## config.mk

```make
export PLATFORM = sky130hd
export DESIGN_NAME = hours_down_counter
export DESIGN_NICKNAME = d
export VERILOG_FILES = /design/src/rtl/hours_pkg.sv /design/src/rtl/seg7_encode.sv /design/src/rtl/hours_down_counter.sv
export SDC_FILE = /design/constraint.sdc
export NUM_CORES = 1
export LEC_CHECK = 0
export CORE_ASPECT_RATIO = 1.5
export CORE_MARGIN = 2
export CORE_UTILIZATION = 49
export CTS_BUF_LIST = sky130_fd_sc_hd__clkbuf_16
export DETAILED_ROUTE_END_ITERATION = 10
export PLACE_DENSITY = 0.78
export SYNTH_ARGS = -nofsm -noshare
export SYNTH_HDL_FRONTEND = slang
export SYNTH_SLANG_ARGS = --single-unit
```

## constraint.sdc

```tcl
create_clock -name clk -period 2.95 [get_ports clk]
set_input_delay 0.7375 -clock clk [delete_from_list [all_inputs] [get_ports clk]]
set_output_delay 0.7375 -clock clk [all_outputs]
set_load 0.1 [all_outputs]
```

## src/rtl/hours_pkg.sv

```systemverilog
// +----------------------------------------------------------------------------+
// | hours_pkg                                                                  |
// | Shared BCD digit type, segment patterns and the load range check.          |
// | Rev 1.0                                                                    |
// +----------------------------------------------------------------------------+
`default_nettype none

package hours_pkg;

    typedef logic [3:0] bcd_t;

    // Active-low patterns, bit order {g,f,e,d,c,b,a}
    localparam logic [6:0] SEG_0    = 7'b1000000;
    localparam logic [6:0] SEG_1    = 7'b1111001;
    localparam logic [6:0] SEG_2    = 7'b0100100;
    localparam logic [6:0] SEG_3    = 7'b0110000;
    localparam logic [6:0] SEG_4    = 7'b0011001;
    localparam logic [6:0] SEG_5    = 7'b0010010;
    localparam logic [6:0] SEG_6    = 7'b0000010;
    localparam logic [6:0] SEG_7    = 7'b1111000;
    localparam logic [6:0] SEG_8    = 7'b0000000;
    localparam logic [6:0] SEG_9    = 7'b0010000;
    localparam logic [6:0] SEG_DASH = 7'b0111111;

    localparam bcd_t C_BCD_MAX = 4'd9;

    // A preset is legal when it does not exceed the wrap value
    function automatic logic load_in_range(
        input logic [1:0] tens,
        input bcd_t       units,
        input logic [1:0] wrap_tens,
        input bcd_t       wrap_units
    );
        return (tens <= wrap_tens) && (units <= C_BCD_MAX) &&
               !((tens == wrap_tens) && (units > wrap_units));
    endfunction

endpackage

`default_nettype wire

```

## src/rtl/seg7_encode.sv

```systemverilog
// +----------------------------------------------------------------------------+
// | seg7_encode                                                                |
// | Combinational BCD to active-low seven-segment decoder; non-BCD -> dash.    |
// | Rev 1.0                                                                    |
// +----------------------------------------------------------------------------+
`default_nettype none

module seg7_encode
    import hours_pkg::*;
(
    input  logic [3:0] digit_i,
    output logic [6:0] seg_o
);

    always_comb begin
        seg_o = SEG_DASH;
        case (digit_i)
            4'd0:    seg_o = SEG_0;
            4'd1:    seg_o = SEG_1;
            4'd2:    seg_o = SEG_2;
            4'd3:    seg_o = SEG_3;
            4'd4:    seg_o = SEG_4;
            4'd5:    seg_o = SEG_5;
            4'd6:    seg_o = SEG_6;
            4'd7:    seg_o = SEG_7;
            4'd8:    seg_o = SEG_8;
            4'd9:    seg_o = SEG_9;
            default: seg_o = SEG_DASH;
        endcase
    end

endmodule

`default_nettype wire

```

## src/rtl/hours_down_counter.sv

```systemverilog
// +----------------------------------------------------------------------------+
// | hours_down_counter                                                         |
// | Two-digit BCD 00..23 down counter with preset, borrow and 7-seg outputs.   |
// | Option macro: HOURS_DOWN_HOLD_AT_ZERO_EN (hold at 00 instead of wrapping). |
// | Rev 1.0                                                                    |
// +----------------------------------------------------------------------------+
`default_nettype none

module hours_down_counter
    import hours_pkg::*;
#(
    parameter logic [1:0] WRAP_TENS   = 2'd2,
    parameter logic [3:0] WRAP_UNITS  = 4'd3,
    parameter logic [1:0] RESET_TENS  = 2'd0,
    parameter logic [3:0] RESET_UNITS = 4'd0
) (
    input  logic       clk,
    input  logic       rst,
    input  logic       tick,
    input  logic       load,
    input  logic [1:0] load_tens,
    input  logic [3:0] load_units,
    output logic [6:0] tens_seg,
    output logic [6:0] units_seg,
    output logic       borrow,
    output logic       zero,
    output logic       load_err
);

    logic [1:0] tens_q, tens_d;
    bcd_t       units_q, units_d;
    logic       borrow_q, borrow_d;
    logic       load_err_q, load_err_d;
    logic       zero_q, zero_d;
    logic [6:0] tens_seg_q, units_seg_q;
    logic [6:0] w_tens_seg, w_units_seg;
    logic       w_load_ok;

    assign w_load_ok = load_in_range(load_tens, load_units, WRAP_TENS, WRAP_UNITS);

    always_comb begin
        tens_d     = tens_q;
        units_d    = units_q;
        borrow_d   = 1'b0;
        load_err_d = 1'b0;
        if (rst) begin
            tens_d  = RESET_TENS;
            units_d = RESET_UNITS;
        end else if (load) begin
            if (w_load_ok) begin
                tens_d  = load_tens;
                units_d = load_units;
            end else begin
                load_err_d = 1'b1;
            end
        end else if (tick) begin
            if (units_q != 4'd0) begin
                units_d = units_q - 4'd1;
            end else if (tens_q != 2'd0) begin
                tens_d  = tens_q - 2'd1;
                units_d = C_BCD_MAX;
            end else begin
`ifdef HOURS_DOWN_HOLD_AT_ZERO_EN
                tens_d  = 2'd0;
                units_d = 4'd0;
`else
                tens_d   = WRAP_TENS;
                units_d  = WRAP_UNITS;
                borrow_d = 1'b1;
`endif
            end
`ifdef HOURS_DOWN_HOLD_AT_ZERO_EN
            // Timer mode: terminal pulse on reaching 00, never while parked there
            if ((tens_q == 2'd0) && (units_q == 4'd1)) begin
                borrow_d = 1'b1;
            end
`endif
        end
    end

    assign zero_d = (tens_d == 2'd0) && (units_d == 4'd0);

    // Decode the next-state digits so the display lands with the count
    seg7_encode u_tens_enc (
        .digit_i ({2'b00, tens_d}),
        .seg_o   (w_tens_seg)
    );

    seg7_encode u_units_enc (
        .digit_i (units_d),
        .seg_o   (w_units_seg)
    );

    always_ff @(posedge clk) begin
        if (rst) begin
            tens_q     <= RESET_TENS;
            units_q    <= RESET_UNITS;
            borrow_q   <= 1'b0;
            load_err_q <= 1'b0;
        end else begin
            tens_q     <= tens_d;
            units_q    <= units_d;
            borrow_q   <= borrow_d;
            load_err_q <= load_err_d;
        end
        zero_q      <= zero_d;
        tens_seg_q  <= w_tens_seg;
        units_seg_q <= w_units_seg;
    end

    assign tens_seg  = tens_seg_q;
    assign units_seg = units_seg_q;
    assign borrow    = borrow_q;
    assign zero      = zero_q;
    assign load_err  = load_err_q;

endmodule

`default_nettype wire

```

Word level (Yosys, flattened, before mapping)
Memory sizes are Yosys's and may differ from the RTL's. A register that Yosys moved wholly into a read port is not among the register bits.
Cells that the tools add are included.
Cells by class
  reductions and logical operators: 11
  bitwise logic cells: 2
  $lt $le $gt $ge: 3
  equal/unequal tests: 1
  mux-type cells: 14
  add/subtract/negate cells: 2
Operators with widths (number)
  $mux W4: 6
  $mux W2: 6
  $gt A4 B2 Y1 const B: 1
  $le A4 B4 Y1 const B: 1
  $logic_and A1 B1 Y1: 4
  $logic_not A4 Y1: 1
  $reduce_bool A4 Y1: 1
  $reduce_or A4 Y1: 1
  $sub A4 B1 Y4 const B: 1
  $eq A2 B2 Y1 const B: 1
  $le A2 B2 Y1 const B: 1
  $logic_not A2 Y1: 1
  $mux W1: 2
  $not A1 Y1: 2
  $reduce_bool A2 Y1: 1
  $reduce_or A2 Y1: 1
  $sub A2 B1 Y2 const B: 1
  $logic_not A1 Y1: 1
Storage, ports and cells
  output and inout port bits: 17
  logic and storage cells: 40
  input port bits: 10
  memory bits (read-only): 224
  memories kept: 2
  bits in registers: 9
Memories
  (name not given): depth 16, width 7, rd ports 1, clocked after Yosys merged registers in 1, write ports 0, RTL line seg7_encode.sv:17  | case (digit_i)
  (name not given): depth 16, width 7, rd ports 1, clocked after Yosys merged registers in 1, write ports 0, RTL line seg7_encode.sv:17

Logic depth before layout (Yosys ltp)
Gate-level depths: netlist (run 1).
  depth in word-level cells: 9
  mapped depth: 10
  depth with buffers taken out: 10

By module
From an unflattened synthesis (run 1), not the netlist that was laid out.
Unflattened totals
  cell total of the unflattened synthesis: 164
  area total of the unflattened synthesis: 1415.1 um2
By module, submodules not included
  hours_down_counter: times used 1, area each 967.2 um2, sequential area each 460.4 um2, cells each 102
  seg7_encode: times used 2, area each 224.0 um2, sequential area each 0.0 um2, cells each 31

Least setup slack after synthesis (run 1)
Ideal clock, no wire load.
  path type: input port to flip-flop
  start: in load_units[2]
  end: reg units_seg_q[0] (netlist: units_seg[0])
  stages on the path: 8
  arrival time: 2.220 ns
  path buffers: 1
  data required time: 2.821 ns
  library setup time: 0.129 ns
  slack: 0.601 ns
  cells stage by stage: buf_2 > o21ai_0 > a211oi_1 > a211oi_1 > inv_1 > ha_1 > a21oi_1 > a21oi_1
Between the ends
  word-level cells in the longest chain between the ends: 7
  elaborated cells on any way between the ends: 9
  those cells by class: order compare: 2; mux: 3; reduce/logical: 4
Ends and longest elaborated chain
  start, declared: RTL line hours_down_counter.sv:22  | input logic [3:0] load_units,
  $gt A4 B2 Y1: RTL line hours_pkg.sv:35  | !((tens == wrap_tens) && (units > wrap_units));
  $logic_and A1 B1 Y1: RTL line hours_pkg.sv:35
  $logic_not A1 Y1: RTL line hours_pkg.sv:35
  $logic_and A1 B1 Y1 (*): RTL line hours_pkg.sv:34  | return (tens <= wrap_tens) && (units <= C_BCD_MAX) &&
  $mux W4 (*): RTL line hours_down_counter.sv:50  | if (w_load_ok) begin
  $mux W4 (*): RTL line hours_down_counter.sv:49  | end else if (load) begin
  $mux W4 (*): RTL line hours_down_counter.sv:46  | if (rst) begin
  via u_units_enc.digit_i[0]: RTL line seg7_encode.sv:11  | input logic [3:0] digit_i,
  end, declared: RTL line hours_down_counter.sv:35  | logic [6:0] tens_seg_q, units_seg_q;
The timed path passes the listed nets; every way through them passes the cells marked *.
A chain may end at the register's enable or synchronous reset.

Worst setup path in the final report (run 1)
  start: in load_tens[1]
  end: reg units_seg_q[4] (netlist: units_seg[4])
Between the ends
  word-level cells in the longest chain between the ends: 7
  elaborated cells on any way between the ends: 9
  those cells by class: order compare: 1; eq/ne: 1; mux: 3; reduce/logical: 4
Ends and longest elaborated chain
  start, declared: RTL line hours_down_counter.sv:21  | input logic [1:0] load_tens,
  $eq A2 B2 Y1: RTL line hours_pkg.sv:35
  $logic_and A1 B1 Y1: RTL line hours_pkg.sv:35
  $logic_not A1 Y1: RTL line hours_pkg.sv:35
  $logic_and A1 B1 Y1 (*): RTL line hours_pkg.sv:34
  $mux W4 (*): RTL line hours_down_counter.sv:50
  $mux W4 (*): RTL line hours_down_counter.sv:49
  $mux W4 (*): RTL line hours_down_counter.sv:46
Every way passes the cells marked *; elsewhere a longest branch is shown, timed or not.

==> results of run 1 <==
[worst paths after layout]
| check | start | end | slack, ns | depth (start not counted) |
|---|---|---|---|---|
| worst max-delay path | load_tens[1] | units_seg[4] | 0.32 | 8 |
| worst min-delay path | tens_q[1] | tens_q[1] | 0.71 | 4 |
| worst max register to register | units_q[1] | units_seg[3] | 0.36 | 10 |
| worst min register to register | tens_q[1] | tens_q[1] | 0.71 | 4 |
[routing by layer]
layer,vias to the layer above,global-route usage,routed length [microns]
li1,512,-,-
met1,464,0.216,951
met2,21,0.335,1290
met3,11,0.0367,77
met4,0,0.144,102
met5,-,0,0
[cell usage after synthesis (2+ instances only)]
| master | instances | share of area |
|---|---|---|
| buf_6 | 2 | 0.019 |
| ha_1 | 8 | 0.085 |
| nor3_1 | 4 | 0.017 |
| nor3b_1 | 2 | 0.013 |
| a21boi_0 | 2 | 0.013 |
| buf_4 | 2 | 0.013 |
| dfxtp_1 | 21 | 0.36 |
| inv_1 | 12 | 0.038 |
| nand2b_1 | 2 | 0.011 |
| buf_2 | 2 | 0.0085 |
| nand3_1 | 3 | 0.013 |
| inv_2 | 2 | 0.0064 |
| mux2i_1 | 3 | 0.026 |
| a211oi_2 | 2 | 0.021 |
| and3_1 | 4 | 0.021 |
| o21ai_0 | 4 | 0.017 |
| nand2_1 | 2 | 0.0064 |
| o211a_1 | 2 | 0.017 |
| and2_1 | 3 | 0.016 |
| nor2_1 | 12 | 0.038 |
| o211ai_1 | 2 | 0.013 |
| a21oi_1 | 5 | 0.021 |
| a211oi_1 | 4 | 0.026 |
[power breakdown]
part           total [mW]  switching [mW]  internal [mW]  leakage, nW
clock network       0.290           0.108          0.182       0.0409
logic               0.420           0.310          0.109        0.477
registers           0.334          0.0150          0.319        0.174
[area by class of cell]
type	instances	area (sq um)	area share
multi-input combinational	88	651	0.440
sequential	21	420	0.284
timing repair buffer	30	248	0.167
clock buffer	3	75.1	0.0507
inverter	14	52.6	0.0355
tap	23	28.8	0.0194
clock inverter	1	5.00	0.00338
[cell families after synthesis]
kind of cell | after synthesis
AND/OR/NAND/NOR | 42
adder cells (fa/ha/maj) | 8
flip-flops | 21
multiplexers | 4
buffers and inverters | 20
other | 1
AO/OA/AOI/OAI | 33
[stage by stage]
stage / cells / setup slack, ns / total power, mW / instance area, sq um
floorplan: 129 / 0.601 / 0.670 / 1170
global placement: 176 / 0.0844 / 0.754 / 1400
detailed placement: 176 / 0.0769 / 0.759 / 1400
CTS: 180 / 0.320 / 1.05 / 1480
global route: 180 / 0.166 / 1.09 / 1480
finish: 180 / 0.315 / 1.04 / 1480
[flip-flops by register name, indices dropped and copies added, names as in the netlist]
register and cells:
units_seg 7, tens_seg 5, units_q 4, tens_q 2, borrow 1, load_err 1
zero 1
[critical path, stage by stage]
cell and delay, ns:
clkdlybuf4s50_1 0.53, or3_1 0.44, o21ai_0 0.17, a211oi_1 0.15, buf_4 0.19, ha_1 0.21
mux2_4 0.28, a21oi_2 0.13
==> reports/metrics.csv, run 1 <==
stage,metric,value,unit
yosys,Adder-Cell Fraction of Synth Area,0.0855,
clock_network,setup bufs post-CTS,0,
floorplan,Initial Util,0.518,
floorplan,Die Area,2810,sq um
yosys,top_reg_cell synth,dfxtp_1,
timing,Final period util,0.893,
clock_network,CTS tree,done,
yosys,Ys Warns,0,
yosys,Synth Area in Simple Gates,0.206,
final_layout,Layout Nets,176,
timing,RSZ-0062 raised after global routing,false,
place,dpl hpwl,1840,microns
routing,initial detailed-routing violation count,23,
yosys,Syn Area/Cell,9.08,sq um
timing,Post-Route Setup TNS,0,ns
pwr,worst ir drop on vdd,0.000501,V
grt,total grt overflow,0,
worst_setup_path,kind of critical path,in -> reg,
yosys,number of synthesized flops with an enable pin,0,
worst_setup_path,Worst Path Required,3.14,ns
timing,minimum clock period,2.63,ns
worst_setup_path,Crit. End Element,flop,
grt,initial antenna violation count,0,
final_layout,share of cells above drive strength 1,0.223,
place,# port buffers,25,
timing,Final Setup Violations,0,
yosys,multiplexer share of the synthesized area,0.0385,
clock_network,CTS sink count,21,
clock_network,clock slew at reported path FFs,0.06,ns
clock_network,Worst-Skew Late Latency,0.26,ns
place,routability cong.,0.835,
pwr,Pwr Density,705,nW/um^2
clock_network,Root Buffer,clkbuf_16,
timing,fin. max-slew vios,0,
pwr,Pleak,0.692,nW
worst_hold_path,Hold Path Class,reg -> reg,
final_layout,final core utilization,0.655,
yosys,number of library cell types mapped by synthesis,47,
yosys,ys async rst share,0,
routing,DRT Pass-1 Iters,4,
timing,fmax,0.380,GHz
grt,first-pass GRT wire length,4240,microns
floorplan,Die Y,63.9,microns
floorplan,die width,43.9,microns
worst_setup_path,Worst Path Arrival,2.83,ns
timing,hold slack,0.712,ns
run,max cap viols,0,
grt,largest net degree at the start of global routing,13,
routing,DRC,0,
final_layout,Filler Cell Count,203,
clock_network,TritonCTS Buffers,3,
yosys,"Seq/Total Area, Yosys",0.359,
yosys,Post-Synthesis Cells,129,
final_layout,# diodes,0,
yosys,Compound-Gate Fraction of Synth Area,0.222,
yosys,mapped cell area,1170,sq um
clock_network,# hold bufs at CTS,0,
clock_network,# H-tree levels,1,
clock_network,Clock Tree Buf Depth,2,
yosys,Syn Nets,147,
outcome,outcome,"finished, final reports clean",
worst_setup_path,CP Max Fanout,8,
final_layout,most frequent cells in the layout,"dfxtp_1, buf_4, inv_1, nor2_1, clkdlybuf4s50_1",
final_layout,area delta synth->final,26.4,%
routing,Vias,1008,
clock_network,PostCTS Resize Cnt,0,
grt,Tot GR Track Use,0.200,
floorplan,core area,2260,sq um
grt,vias in the first global route,1029,
worst_setup_path,Startpoint Class,primary input,
timing,final hold vios,0,
floorplan,# rows,21,
routing,Final ANT Viol Nets,0,
routing,wire length per cell,13.5,microns
yosys,Synth Area in XOR/XNOR,0,
floorplan,I/O Pins,27,
yosys,Yosys reg bits,21,
yosys,largest family of logic cells by synthesized area,compound AO/OA/AOI/OAI gates,
timing,Worst Clk Skew,0.00315,ns
routing,final wirelength,2430,microns
routing,routed vias/inst,5.60,
Note: power is estimated with default switching activity, not from simulation.
==> run 2, diff against run 1 <==
--- a/config.mk
+++ b/config.mk
@@ -6,7 +6,6 @@
 export NUM_CORES = 1
 export LEC_CHECK = 0
 export CORE_ASPECT_RATIO = 1.5
-export CORE_MARGIN = 2
 export CORE_UTILIZATION = 49
 export CTS_BUF_LIST = sky130_fd_sc_hd__clkbuf_16
 export DETAILED_ROUTE_END_ITERATION = 10
==> reports/metrics.csv, run 2 (same netlist as run 1, synthesis figures left out) <==
stage,metric,value,unit,change
pwr,Gate power share,0.405,,was 0.402
timing,Post-Route Setup TNS,0,ns,unchanged
clock_network,clock slew at reported path FFs,0.06,ns,about the same
routing,routed vias/inst,5.75,,was 5.60
place,pre-CTS setup slack,0.0961,ns,was 0.0769 ns
place,dpl hpwl,1920,microns,was 1840 microns
routing,wire length per cell,13.4,microns,was 13.5 microns
final_layout,final instance area,1500,sq um,was 1480 sq um
pwr,clock network power share,0.275,,was 0.278
timing,Final Setup Violations,0,,unchanged
floorplan,core area,2230,sq um,was 2260 sq um
place,# port buffers,25,,unchanged
clock_network,CTS sink count,21,,unchanged
clock_network,CTS tree,done,,unchanged
final_layout,# diodes,0,,unchanged
worst_setup_path,Worst Path Required,3.14,ns,about the same
pwr,Pwr Density,694,nW/um^2,was 705 nW/um^2
final_layout,share of cells above drive strength 1,0.238,,was 0.223
final_layout,"most common cell after layout, fill and taps aside",buf_4,,
clock_network,TritonCTS Buffers,3,,unchanged
routing,final wirelength,2450,microns,was 2430 microns
worst_setup_path,kind of critical path,in -> reg,,unchanged
pwr,Flop pwr share,0.320,,about the same
routing,DRT Pass-1 Iters,4,,unchanged
grt,total grt overflow,0,,unchanged
floorplan,Die Y,61.9,microns,was 63.9 microns
final_layout,area delta synth->final,28.3,%,was 26.4%
grt,Tot GR Track Use,0.199,,was 0.200
timing,Final period util,0.891,,was 0.893
pwr,switching power,430,uW,was 433 uW
grt,first-pass GRT wire length,3930,microns,was 4240 microns
pwr,Switching Fraction,0.412,,was 0.415
outcome,outcome,"finished, final reports clean",,unchanged
pwr,Pleak,0.707,nW,was 0.692 nW
floorplan,die width,41.9,microns,was 43.9 microns
worst_hold_path,Hold Path Class,reg -> reg,,unchanged
final_layout,final core utilization,0.673,,was 0.655
final_layout,Largest register FFs,7,,unchanged
timing,fmax,0.381,GHz,was 0.380 GHz
timing,worst setup margin,0.323,ns,was 0.315 ns
timing,fin. max-slew vios,0,,unchanged
floorplan,# rows,21,,unchanged
grt,initial antenna violation count,0,,unchanged
routing,Final ANT Viol Nets,0,,unchanged
place,routability cong.,0.807,,was 0.835
pwr,worst ir drop on vdd,0.000491,V,was 0.000501 V
worst_setup_path,Crit. End Element,flop,,unchanged
floorplan,I/O Pins,27,,unchanged
timing,minimum clock period,2.63,ns,about the same
clock_network,PostCTS Resize Cnt,0,,unchanged
grt,largest net degree at the start of global routing,13,,unchanged
timing,RSZ-0062 raised after global routing,false,,unchanged
clock_network,# H-tree levels,1,,unchanged
clock_network,setup bufs post-CTS,0,,unchanged
clock_network,# hold bufs at CTS,0,,unchanged
grt,vias in the first global route,980,,was 1029
worst_setup_path,CP Max Fanout,8,,unchanged
worst_setup_path,Startpoint Class,primary input,,unchanged
floorplan,Die Area,2590,sq um,was 2810 sq um
final_layout,Layout Nets,179,,was 176
clock_network,Worst-Skew Late Latency,0.26,ns,about the same
place,Area after DPL,1420,sq um,was 1400 sq um
final_layout,most frequent cells in the layout,"buf_4, dfxtp_1, inv_1, nor2_1, clkdlybuf4s50_1",,"was dfxtp_1, buf_4, inv_1, nor2_1, clkdlybuf4s50_1"
run,max cap viols,0,,unchanged
clock_network,Root Buffer,clkbuf_16,,unchanged
clock_network,Clock Tree Buf Depth,2,,unchanged
timing,Worst Clk Skew,0.00458,ns,was 0.00315 ns
routing,DRC,0,,unchanged
routing,Vias,1053,,was 1008
timing,final hold vios,0,,unchanged
pwr,Power Internal,613,uW,was 611 uW
worst_setup_path,Worst Path Arrival,2.82,ns,was 2.83 ns
floorplan,Initial Util,0.524,,was 0.518
routing,initial detailed-routing violation count,33,,was 23
## run 2: changes by cell type in the layout (fill, tap and decap cells not counted)
| cell | before | now |
|---|---|---|
| buf_4 | 21 | 24 |
## run 2: path summary, 6_finish.rpt
path                  endpoint  slack [ns]  cells after the start    startpoint
setup / recovery  units_seg[4]        0.32                      8  load_tens[1]
hold / removal       tens_q[0]        0.72                      3     tens_q[0]
setup reg to reg  units_seg[3]        0.45                     10    units_q[1]
hold reg to reg      tens_q[0]        0.72                      3     tens_q[0]
## run 2: final cells by class
| type | count | area (sq um) |
|---|---|---|
| clock buffer | 3 | 75.1 |
| sequential | 21 | 420 |
| inverter | 14 | 52.6 |
| tap | 23 | 28.8 |
| clock inverter | 1 | 5.00 |
| multi-input combinational | 88 | 651 |
| fill | 179 | 731 |
| timing repair buffer | 33 | 270 |
## run 2: power by group through the flow
stage / Clock, mW / Combinational (mW) / Sequential [mW]
floorplan: 0 / 0.129 / 0.541
global route: 0.298 / 0.447 / 0.338
CTS: 0.290 / 0.424 / 0.335
detailed placement: 0 / 0.423 / 0.340
finish: 0.287 / 0.423 / 0.334
global placement: 0 / 0.418 / 0.339
## run 2: metrics by stage
stage | hold WS (ns) | cells | power, mW
2_1_floorplan | 0.641 | 129 | 0.670
3_3_place_gp | 0.709 | 179 | 0.757
3_5_place_dp | 0.724 | 179 | 0.764
4_1_cts | 0.732 | 183 | 1.05
5_1_grt | 0.778 | 183 | 1.08
6_report | 0.722 | 183 | 1.04
## run 2: worst max-delay path: stages
cell and delay (ns):
clkdlybuf4s50_1 0.52, or3_1 0.43, o21ai_0 0.16, a211oi_1 0.17, buf_4 0.19, ha_1 0.21, mux2_4 0.28, a21oi_2 0.12
## run 2: routing by layer
metal  up-vias  track usage  wire length (microns)
met3         7       0.0376                     94
li1        520            -                      -
met4         0        0.120                     53
met5         -            0                      0
met2        23        0.393                   1350
met1       503        0.191                    948
==> run 3, diff against run 2 <==
--- a/config.mk
+++ b/config.mk
@@ -6,6 +6,7 @@
 export NUM_CORES = 1
 export LEC_CHECK = 0
 export CORE_ASPECT_RATIO = 1.5
+export CORE_MARGIN = 1
 export CORE_UTILIZATION = 49
 export CTS_BUF_LIST = sky130_fd_sc_hd__clkbuf_16
 export DETAILED_ROUTE_END_ITERATION = 10
==> results of run 3 <==
Final layout, timing and power as in run 2 (identical DEF).
